## config.mk

```make
export PLATFORM = sky130hd
export DESIGN_NAME = hdmi_tx_timing_gen_flat
export DESIGN_NICKNAME = d
export VERILOG_FILES = /design/src/rtl/video_timing_pkg.sv /design/src/rtl/hdmi_tx_timing_gen_if.sv /design/src/rtl/video_pattern_rom.sv /design/src/rtl/hdmi_tx_timing_gen.sv /design/src/flat_wrapper.sv
export SDC_FILE = /design/constraint.sdc
export NUM_CORES = 1
export LEC_CHECK = 0
export CAP_MARGIN = 10
export CORE_AREA = 2 2 108 110
export DETAILED_ROUTE_END_ITERATION = 8
export DIE_AREA = 0 0 110 112
export DONT_BUFFER_PORTS = 1
export GPL_ROUTABILITY_DRIVEN = 1
export HOLD_SLACK_MARGIN = 0.06
export SETUP_SLACK_MARGIN = 0.1
export SYNTH_ARGS = -nofsm -noshare
export SYNTH_HDL_FRONTEND = slang
export SYNTH_HIERARCHICAL = 1
export SYNTH_SLANG_ARGS = --single-unit
```

## constraint.sdc

```tcl
create_clock -name clk -period 3.7 [get_ports clk]
set_clock_uncertainty 0.2 [all_clocks]
set_input_delay 0.74 -clock clk [delete_from_list [all_inputs] [get_ports clk]]
set_output_delay 0.74 -clock clk [all_outputs]
set_load 0.02 [all_outputs]
```

## src/rtl/video_timing_pkg.sv

```systemverilog
// rtl/video_timing_pkg.sv - shared colours, pattern and FSM encodings for the video timing generator
package video_timing_pkg;

  localparam logic [23:0] WHITE   = 24'hFFFFFF;
  localparam logic [23:0] YELLOW  = 24'hFFFF00;
  localparam logic [23:0] CYAN    = 24'h00FFFF;
  localparam logic [23:0] GREEN   = 24'h00FF00;
  localparam logic [23:0] MAGENTA = 24'hFF00FF;
  localparam logic [23:0] RED     = 24'hFF0000;
  localparam logic [23:0] BLUE    = 24'h0000FF;
  localparam logic [23:0] BLACK   = 24'h000000;

  typedef enum logic [1:0] {
    PAT_BAR   = 2'd0,
    PAT_GRID  = 2'd1,
    PAT_GRAD  = 2'd2,
    PAT_SOLID = 2'd3
  } pat_e;

  typedef enum logic [1:0] {
    ST_IDLE  = 2'd0,
    ST_RUN   = 2'd1,
    ST_DRAIN = 2'd2
  } state_e;

  function automatic logic [23:0] bar_colour(input logic [2:0] idx);
    case (idx)
      3'd0:    return WHITE;
      3'd1:    return YELLOW;
      3'd2:    return CYAN;
      3'd3:    return GREEN;
      3'd4:    return MAGENTA;
      3'd5:    return RED;
      3'd6:    return BLUE;
      default: return BLACK;
    endcase
  endfunction

endpackage

```

## src/rtl/hdmi_tx_timing_gen_if.sv

```systemverilog
// rtl/hdmi_tx_timing_gen_if.sv - parallel RGB video bus towards the MS7210 transmitter
interface hdmi_tx_timing_gen_if;
  logic        video_hs;
  logic        video_vs;
  logic        video_de;
  logic [23:0] video_rgb;
  logic [11:0] pix_x;
  logic [11:0] pix_y;
  logic        frame_start;

  modport master (
    output video_hs, video_vs, video_de, video_rgb, pix_x, pix_y, frame_start
  );

  modport slave (
    input video_hs, video_vs, video_de, video_rgb, pix_x, pix_y, frame_start
  );
endinterface

```

## src/rtl/video_pattern_rom.sv

```systemverilog
// rtl/video_pattern_rom.sv - combinational test pattern lookup from (pattern, x, y) to rgb
module video_pattern_rom
  import video_timing_pkg::*;
#(
  parameter int H_ACTIVE = 1280
) (
  input  pat_e        pat,
  input  logic [11:0] x,
  input  logic [7:0]  y,
  output logic [23:0] rgb
);

  localparam logic [11:0] BAR_W = 12'(H_ACTIVE / 8);

  logic [2:0] bar;

  always_comb begin
    bar = 3'(x / BAR_W);
    rgb = BLACK;
    unique case (pat)
      PAT_BAR:   rgb = bar_colour(bar);
      PAT_GRID:  rgb = (x[4:0] == 5'd0 || y[4:0] == 5'd0) ? WHITE : BLACK;
      PAT_GRAD:  rgb = {x[7:0], y, x[7:0] + y};
      PAT_SOLID: rgb = WHITE;
      default:   rgb = BLACK;
    endcase
  end

endmodule

```

## src/rtl/hdmi_tx_timing_gen.sv

```systemverilog
// rtl/hdmi_tx_timing_gen.sv - video timing FSM, counters and registered RGB outputs for the MS7210
module hdmi_tx_timing_gen
  import video_timing_pkg::*;
#(
  parameter int   H_ACTIVE = 1280,
  parameter int   H_FP     = 110,
  parameter int   H_SYNC   = 40,
  parameter int   H_BP     = 220,
  parameter int   V_ACTIVE = 720,
  parameter int   V_FP     = 5,
  parameter int   V_SYNC   = 5,
  parameter int   V_BP     = 20,
  parameter logic SYNC_POL = 1'b1
) (
  input  logic                        clk,
  input  logic                        rst_n,
  input  logic                        init_over,
  input  logic [1:0]                  pat_sel,
  hdmi_tx_timing_gen_if.master        vid
);

  localparam int H_TOTAL = H_ACTIVE + H_FP + H_SYNC + H_BP;
  localparam int V_TOTAL = V_ACTIVE + V_FP + V_SYNC + V_BP;

  localparam logic [11:0] H_LAST = 12'(H_TOTAL - 1);
  localparam logic [11:0] V_LAST = 12'(V_TOTAL - 1);
  localparam logic [11:0] H_ACT  = 12'(H_ACTIVE);
  localparam logic [11:0] V_ACT  = 12'(V_ACTIVE);
  localparam logic [11:0] HS_BEG = 12'(H_ACTIVE + H_FP);
  localparam logic [11:0] HS_END = 12'(H_ACTIVE + H_FP + H_SYNC);
  localparam logic [11:0] VS_BEG = 12'(V_ACTIVE + V_FP);
  localparam logic [11:0] VS_END = 12'(V_ACTIVE + V_FP + V_SYNC);

  logic        init_m, init_s;
  state_e      state, state_nxt;
  logic [11:0] h_cnt, v_cnt;
  pat_e        pat_q, pat_cur;
  logic        running, origin, h_wrap, frame_wrap;
  logic        active, hs_region, vs_region;
  logic [23:0] rgb;

  always_ff @(posedge clk or negedge rst_n) begin
    if (!rst_n) begin
      init_m <= 1'b0;
      init_s <= 1'b0;
    end else begin
      init_m <= init_over;
      init_s <= init_m;
    end
  end

  assign running    = (state != ST_IDLE);
  assign origin     = (h_cnt == 12'd0) && (v_cnt == 12'd0);
  assign h_wrap     = (h_cnt == H_LAST);
  assign frame_wrap = h_wrap && (v_cnt == V_LAST);

  always_ff @(posedge clk or negedge rst_n) begin
    if (!rst_n) state <= ST_IDLE;
    else        state <= state_nxt;
  end

  // DRAIN keeps counting so the frame in flight always finishes with whole sync pulses.
  always_comb begin
    state_nxt = state;
    unique case (state)
      ST_IDLE:  if (init_s) state_nxt = ST_RUN;
      ST_RUN:   if (!init_s) state_nxt = ST_DRAIN;
      ST_DRAIN: begin
        if (init_s)          state_nxt = ST_RUN;
        else if (frame_wrap) state_nxt = ST_IDLE;
      end
      default:  state_nxt = ST_IDLE;
    endcase
  end

  always_ff @(posedge clk or negedge rst_n) begin
    if (!rst_n) begin
      h_cnt <= 12'd0;
      v_cnt <= 12'd0;
    end else if (!running) begin
      h_cnt <= 12'd0;
      v_cnt <= 12'd0;
    end else begin
      h_cnt <= h_wrap ? 12'd0 : h_cnt + 12'd1;
      if (h_wrap) v_cnt <= (v_cnt == V_LAST) ? 12'd0 : v_cnt + 12'd1;
    end
  end

  // The new selection is used from the origin pixel itself, so a frame never mixes patterns.
  assign pat_cur = origin ? pat_e'(pat_sel) : pat_q;

  always_ff @(posedge clk or negedge rst_n) begin
    if (!rst_n) pat_q <= PAT_BAR;
    else        pat_q <= pat_cur;
  end

  assign active    = (h_cnt < H_ACT) && (v_cnt < V_ACT);
  assign hs_region = (h_cnt >= HS_BEG) && (h_cnt < HS_END);
  assign vs_region = (v_cnt >= VS_BEG) && (v_cnt < VS_END);

  video_pattern_rom #(.H_ACTIVE(H_ACTIVE)) u_rom (
    .pat (pat_cur),
    .x   (h_cnt),
    .y   (v_cnt[7:0]),
    .rgb (rgb)
  );

  always_ff @(posedge clk or negedge rst_n) begin
    if (!rst_n) begin
      vid.video_hs    <= ~SYNC_POL;
      vid.video_vs    <= ~SYNC_POL;
      vid.video_de    <= 1'b0;
      vid.video_rgb   <= 24'd0;
      vid.pix_x       <= 12'd0;
      vid.pix_y       <= 12'd0;
      vid.frame_start <= 1'b0;
    end else begin
      vid.video_hs    <= (running && hs_region) ? SYNC_POL : ~SYNC_POL;
      vid.video_vs    <= (running && vs_region) ? SYNC_POL : ~SYNC_POL;
      vid.video_de    <= running && active;
      vid.video_rgb   <= (running && active) ? rgb : 24'd0;
      vid.pix_x       <= (running && active) ? h_cnt : 12'd0;
      vid.pix_y       <= (running && active) ? v_cnt : 12'd0;
      vid.frame_start <= running && origin;
    end
  end

endmodule
```

## src/flat_wrapper.sv

```systemverilog
// flat-port wrapper written by rule: the top's interface ports become plain ports
module hdmi_tx_timing_gen_flat import video_timing_pkg::*;
#(
  parameter int   H_ACTIVE = 1280,
  parameter int   H_FP     = 110,
  parameter int   H_SYNC   = 40,
  parameter int   H_BP     = 220,
  parameter int   V_ACTIVE = 720,
  parameter int   V_FP     = 5,
  parameter int   V_SYNC   = 5,
  parameter int   V_BP     = 20,
  parameter logic SYNC_POL = 1'b1
)
  (clk, rst_n, init_over, pat_sel, vid_video_hs, vid_video_vs, vid_video_de, vid_video_rgb, vid_pix_x, vid_pix_y, vid_frame_start);
  hdmi_tx_timing_gen_if vid_i ();
  input  logic clk;
  input  logic rst_n;
  input  logic init_over;
  input  logic [1:0] pat_sel;
  output wire logic [$bits(vid_i.video_hs)-1:0] vid_video_hs;
  output wire logic [$bits(vid_i.video_vs)-1:0] vid_video_vs;
  output wire logic [$bits(vid_i.video_de)-1:0] vid_video_de;
  output wire logic [$bits(vid_i.video_rgb)-1:0] vid_video_rgb;
  output wire logic [$bits(vid_i.pix_x)-1:0] vid_pix_x;
  output wire logic [$bits(vid_i.pix_y)-1:0] vid_pix_y;
  output wire logic [$bits(vid_i.frame_start)-1:0] vid_frame_start;
  assign vid_video_hs = vid_i.video_hs;
  assign vid_video_vs = vid_i.video_vs;
  assign vid_video_de = vid_i.video_de;
  assign vid_video_rgb = vid_i.video_rgb;
  assign vid_pix_x = vid_i.pix_x;
  assign vid_pix_y = vid_i.pix_y;
  assign vid_frame_start = vid_i.frame_start;
  hdmi_tx_timing_gen #(.H_ACTIVE(H_ACTIVE), .H_FP(H_FP), .H_SYNC(H_SYNC), .H_BP(H_BP), .V_ACTIVE(V_ACTIVE), .V_FP(V_FP), .V_SYNC(V_SYNC), .V_BP(V_BP), .SYNC_POL(SYNC_POL)) u_core (.clk(clk), .rst_n(rst_n), .init_over(init_over), .pat_sel(pat_sel), .vid(vid_i));
endmodule
```

==> results of run 1 <==
[metal layers]
| layer | GRT usage, % | wire length (um) |
|---|---|---|
| met5 | 0 | 0 |
| met4 | 6.84 | 218 |
| met3 | 5.62 | 552 |
| met2 | 28.7 | 5040 |
| met1 | 22.9 | 4520 |
[flip-flops by register name (all words and copies together) (netlist names)]
| name | cells |
|---|---|
| u_core/vid.video_hs | 1 |
| u_core/vid.video_rgb | 24 |
| u_core/vid.video_vs | 1 |
| u_core/pat_q | 2 |
| u_core/state | 2 |
| u_core/init_s | 1 |
| u_core/vid.frame_start | 1 |
| u_core/init_m | 1 |
| u_core/h_cnt | 12 |
| u_core/vid.pix_y | 12 |
| u_core/vid.video_de | 1 |
| u_core/v_cnt | 12 |
| u_core/vid.pix_x | 12 |
[synthesized netlist by cell type (7+ instances only)]
library cell / instances / area, sq um
a21o_1: 9 / 67.6
a21oi_1: 10 / 50.1
and2_1: 47 / 294
clkbuf_1: 15 / 56.3
dfrtp_1: 82 / 2050
ha_1: 14 / 175
inv_1: 15 / 56.3
nand2_1: 26 / 97.6
nand3_1: 19 / 95.1
nand4_1: 7 / 43.8
nor2_1: 30 / 113
nor3_1: 11 / 55.1
o21ai_0: 27 / 135
xnor2_1: 10 / 87.6
xor2_1: 10 / 87.6
[power by group through the flow]
stage               Clock [uW]  Sequential [uW]  Combinational [uW]
finish                     886             1330                 824
global route               953             1360                 932
CTS                        912             1340                 809
detailed placement           0             1350                 784
global placement             0             1350                 782
floorplan                    0             1340                 605
[metrics by stage]
| step | cell area (sq um) | util, % | hold WS, ns | worst slack [ns] |
|---|---|---|---|---|
| floorplan | 4400 | - | 0.131 | 0.770 |
| finish | 4970 | 44.5 | 0.0908 | 0.510 |
| CTS | 4930 | 44.1 | 0.113 | 0.428 |
| global route | 4970 | 44.5 | 0.130 | 0.246 |
| detailed placement | 4610 | 41.3 | 0.137 | 0.450 |
| global placement | 4610 | 41.3 | 0.136 | 0.540 |
[timing repair]
action,4_1_cts,5_1_grt
endpoints found under the setup margin,0,11
gates resized for setup,0,1
hold buffers,1,0
hold endpoints to repair,82,0
[area by class of cell]
class                   instances  area (sq um)  area share (%)
multi-input cells             327          2190            44.2
flip-flops and latches         82          2050            41.3
clock buffers                  11           243            4.89
repair buffers                 20           190            3.83
well taps                     143           179            3.60
inverters                      15          56.3            1.13
clock inverters                 4          52.6            1.06
[cells by family (layout without fill, tap and decap cells)]
group | after synthesis | in the layout | synth area share [%]
compound gates | 100 | 100 | 16.2
fa+ha+maj | 16 | 16 | 4.70
xor+xnor | 20 | 20 | 3.98
mux | 3 | 3 | 0.768
buf+inv | 38 | 50 | 3.73
simple gates | 185 | 185 | 23.8
flops | 82 | 82 | 46.7
other cells | 1 | 3 | 0.0853
[worst max-delay path: stages (launching register included)]
cell and delay (ns):
dfrtp_1 0.50, inv_1 0.17, ha_1 0.16, nor4b_2 0.22
nand4_1 0.13, nor2_1 0.20, mux2_2 0.50, or2_2 0.33
a211oi_1 0.17, o211ai_1 0.26, nand3_1 0.14, and2_1 0.13
[path summary, 6_finish.rpt]
| check | start | to | slack [ns] | depth (start not counted) |
|---|---|---|---|---|
| max in group asynchronous | rst_n | u_core/vid.pix_x[8] | 2.87 | 1 |
| worst max-delay path | u_core/v_cnt[1] | u_core/vid.video_rgb[18] | 0.51 | 11 |
| worst max register to register | u_core/v_cnt[1] | u_core/vid.video_rgb[18] | 0.51 | 11 |
| worst min register to register | u_core/init_m | u_core/init_s | 0.15 | 0 |
| min in group clk | u_core/init_m | u_core/init_s | 0.15 | 0 |
| worst min-delay path | rst_n | u_core/vid.video_rgb[18] | 0.09 | 1 |
==> impl_metrics.env, run 1 <==
export IMPL_hold_viol=0
export IMPL_area_delta_synth_final_pct=13.0
export IMPL_port_buffers=0
export IMPL_ys_ff_latch=82
export IMPL_cts_root_buf="clkbuf_16"
export IMPL_syn_inst=445
export IMPL_swShare_pct=35.5
export IMPL_finalCritPeriodShare_pct=86.2
export IMPL_dp_cells=585
export IMPL_drt_iter0_markers=229
export IMPL_clkLatencyLatePin_ns=0.34
export IMPL_grt_pass1_wl_um=17100
export IMPL_cts_setup_buffers=0
export IMPL_synthArstFlopShare_pct=100
export IMPL_grt_overflow=0
export IMPL_post_dp_hpwl_um=6920
export IMPL_clock_sinks=82
export IMPL_htreeDepth=3
export IMPL_die_y_um=112
export IMPL_track_usage_pct=18.1
export IMPL_start_util_pct=39.3
export IMPL_layout_commonest_cell="dfrtp_1"
export IMPL_worstPathRequired_ns=3.77
export IMPL_synthFlopType="dfrtp_1"
export IMPL_synth_edf_count=0
export IMPL_row_count=39
export IMPL_cts_buffers=9
export IMPL_first_pass_iters=5
export IMPL_vias_per_cell=5.65
export IMPL_ys_types=66
export IMPL_fin_nets=475
export IMPL_dieArea_sq_mm=0.0123
export IMPL_fin_cells=602
export IMPL_synth_area_sq_mm=0.00440
export IMPL_p_seq_share_pct=43.8
export IMPL_grt_start_max_net_pins=83
export IMPL_wl_per_cell_um=17.2
export IMPL_p_leak_uw=0.00220
export IMPL_vias=3402
export IMPL_p_switching_uw=1080
export IMPL_synth_warnings=6
export IMPL_cts_tree="built"
export IMPL_p_int_uw=1960
export IMPL_power_uw=3040
export IMPL_drv_cap=0
export IMPL_worst_hold_path_type="input pin to async pin"
export IMPL_timing_slew_headroom_pct=59.8
export IMPL_clockPowerShare_pct=29.1
export IMPL_worst_slew_pin_slew_ns=0.600
export IMPL_tns_ns=0
export IMPL_cp_data_arrival_time_ns=3.26
export IMPL_drc=0
export IMPL_crit_type="flip-flop to flip-flop"
export IMPL_die_x_um=110
export IMPL_grt_pass1_vias=3310
export IMPL_slew_violations=0
export IMPL_nFillCells=1045
export IMPL_status="finished clean"
export IMPL_wl_um=10300
export IMPL_syn_area_per_cell_sq_um=9.88
export IMPL_crit_path_start_kind="flip-flop"
export IMPL_power_density_mw_per_mm2=612
export IMPL_irDropWorstVdd_mv=0.309
export IMPL_n_antenna_cell=0
export IMPL_finalSetupViolCount=0
export IMPL_place_congestion=0.869
export IMPL_layout_common_cells="dfrtp_1, and2_1, nor2_1"
export IMPL_path_clk_slew_ns=0.06
export IMPL_yosysSeqAreaShare_pct=46.7
export IMPL_drtAntennaViolNets=0
export IMPL_pwr_share_comb_pct=27.1
export IMPL_clock_fmax_ghz=0.313
export IMPL_antenna_found_initial=0
export IMPL_worst_setup_path_end_kind="flip-flop"
export IMPL_drive_gt1_share_pct=11.5
export IMPL_core_sq_mm=0.0112
export IMPL_fin_crit_ns=3.19
export IMPL_clock_path_buffers=2
export IMPL_rsz0062_at_grt="no"
export IMPL_crit_fanout=21
export IMPL_io_pins=57
No activity file was read; power rests on OpenSTA's default activity.
==> run 2, diff against run 1 <==
ABC_CLOCK_PERIOD_IN_PS = 3700   (was default)
CORE_AREA = 5 5 111 113   (was 2 2 108 110)
DIE_AREA = 0 0 116 118   (was 0 0 110 112)
==> impl_metrics.env, run 2 (synthesis gave the netlist of run 1 again) <==
export IMPL_area_delta_synth_final_pct=12.6
export IMPL_layout_commonest_cell="dfrtp_1"
export IMPL_port_buffers=0
export IMPL_cp_data_arrival_time_ns=3.27
export IMPL_power_density_mw_per_mm2=604
export IMPL_wl_per_cell_um=17.5
export IMPL_finalSetupViolCount=0
export IMPL_timing_slew_headroom_pct=60.6
export IMPL_top_register="u_core/vid.video_rgb"
export IMPL_drive_gt1_share_pct=12.0
export IMPL_fin_hold_ws_ns=0.0924
export IMPL_place_congestion=0.869
export IMPL_p_leak_uw=0.00219
export IMPL_grt_overflow=0
export IMPL_worst_setup_path_end_kind="flip-flop"
export IMPL_drt_iter0_markers=296
export IMPL_clock_fmax_ghz=0.314
export IMPL_n_antenna_cell=0
export IMPL_largest_register_ffs=24
export IMPL_finalCritPeriodShare_pct=86.2
export IMPL_tns_ns=0
export IMPL_drtAntennaViolNets=0
export IMPL_cts_buffers=9
export IMPL_hold_viol=0
export IMPL_io_pins=57
export IMPL_layout_common_cells="dfrtp_1, and2_1, nor2_1"
export IMPL_grt_pass1_vias=3383
export IMPL_nFillCells=1077
export IMPL_clock_sinks=82
export IMPL_die_y_um=118
export IMPL_core_sq_mm=0.0112
export IMPL_final_core_util_pct=44.1
export IMPL_track_usage_pct=16.2
export IMPL_cts_root_buf="clkbuf_16"
export IMPL_worst_hold_path_type="input pin to async pin"
export IMPL_cts_tree="built"
export IMPL_wl_um=10600
export IMPL_clkLatencyLatePin_ns=0.34
export IMPL_crit_path_start_kind="flip-flop"
export IMPL_clock_path_buffers=2
export IMPL_slew_violations=0
export IMPL_irDropWorstVdd_mv=0.353
export IMPL_drv_cap=0
export IMPL_worst_slew_pin_slew_ns=0.591
export IMPL_dieArea_sq_mm=0.0137
export IMPL_grt_start_max_net_pins=83
export IMPL_fin_crit_ns=3.19
export IMPL_path_clk_slew_ns=0.06
export IMPL_first_pass_iters=4
export IMPL_start_util_pct=39.2
export IMPL_antenna_found_initial=0
export IMPL_rsz0062_at_grt="no"
export IMPL_status="finished clean"
export IMPL_grt_pass1_wl_um=17600
export IMPL_vias=3357
export IMPL_cts_setup_buffers=0
export IMPL_drc=0
export IMPL_row_count=39
export IMPL_crit_fanout=21
export IMPL_crit_type="flip-flop to flip-flop"
export IMPL_worstPathRequired_ns=3.78
export IMPL_htreeDepth=3
export IMPL_post_dp_hpwl_um=7220
export IMPL_vias_per_cell=5.57
export IMPL_fin_nets=475
export IMPL_die_x_um=116
## run 2: critical path, cell delays in order, from the launching register on
cell	delay, ns
dfrtp_1	0.50
inv_1	0.17
ha_1	0.16
nor4b_2	0.23
nand4_1	0.12
nor2_1	0.19
mux2_2	0.50
or2_2	0.33
a211oi_1	0.18
o211ai_1	0.28
nand3_1	0.15
and2_1	0.12
## run 2: metal layers
layer  share of wire, %  routed length (um)  track usage (%)
met5                  0                   0                0
met4                2.3                 244             7.18
met3                6.7                 713             4.22
met2                 49                5210             25.5
met1                 42                4410             20.6
## run 2: timing repair
| item | CTS | global route |
|---|---|---|
| endpoints found under the hold margin | 82 | 0 |
| gates resized for setup | 0 | 1 |
| hold buffers | 1 | 0 |
| endpoints found under the setup margin | 0 | 2 |
## run 2: final timing paths
kind | start | endpoint | slack (ns) | cells past startpoint
worst max-delay path | u_core/v_cnt[1] | u_core/vid.video_rgb[21] | 0.51 | 11
worst min-delay path | rst_n | u_core/vid.pix_y[10] | 0.09 | 1
worst max register to register | u_core/v_cnt[1] | u_core/vid.video_rgb[21] | 0.51 | 11
worst min register to register | u_core/init_m | u_core/init_s | 0.15 | 0
max in group asynchronous | rst_n | u_core/vid.pix_x[9] | 2.88 | 1
min in group clk | u_core/init_m | u_core/init_s | 0.15 | 0
## run 2: power by group
part	leakage [uW]	switching, uW	internal [uW]
clock	0.000131	362	472
sequential	0.00107	262	1070
combinational	0.000991	472	351
total	0.00219	1100	1900
## run 2: metrics by stage
stage               instance area, sq um  total power (uW)  worst slack, ns  instances
floorplan                           4400              1950            0.770        447
global placement                    4610              2130            0.532        585
detailed placement                  4610              2150            0.410        585
CTS                                 4920              3010            0.388        602
global route                        4950              3180            0.232        603
finish                              4950              2990            0.511        603
## run 2: layout make-up
type	count	area (sq um)	area share, %
multi-input cells	327	2190	44.3
flip-flops and latches	82	2050	41.4
inverters	15	56.3	1.14
repair buffers	20	190	3.84
well taps	143	179	3.61
clock inverters	6	41.3	0.834
clock buffers	10	239	4.83
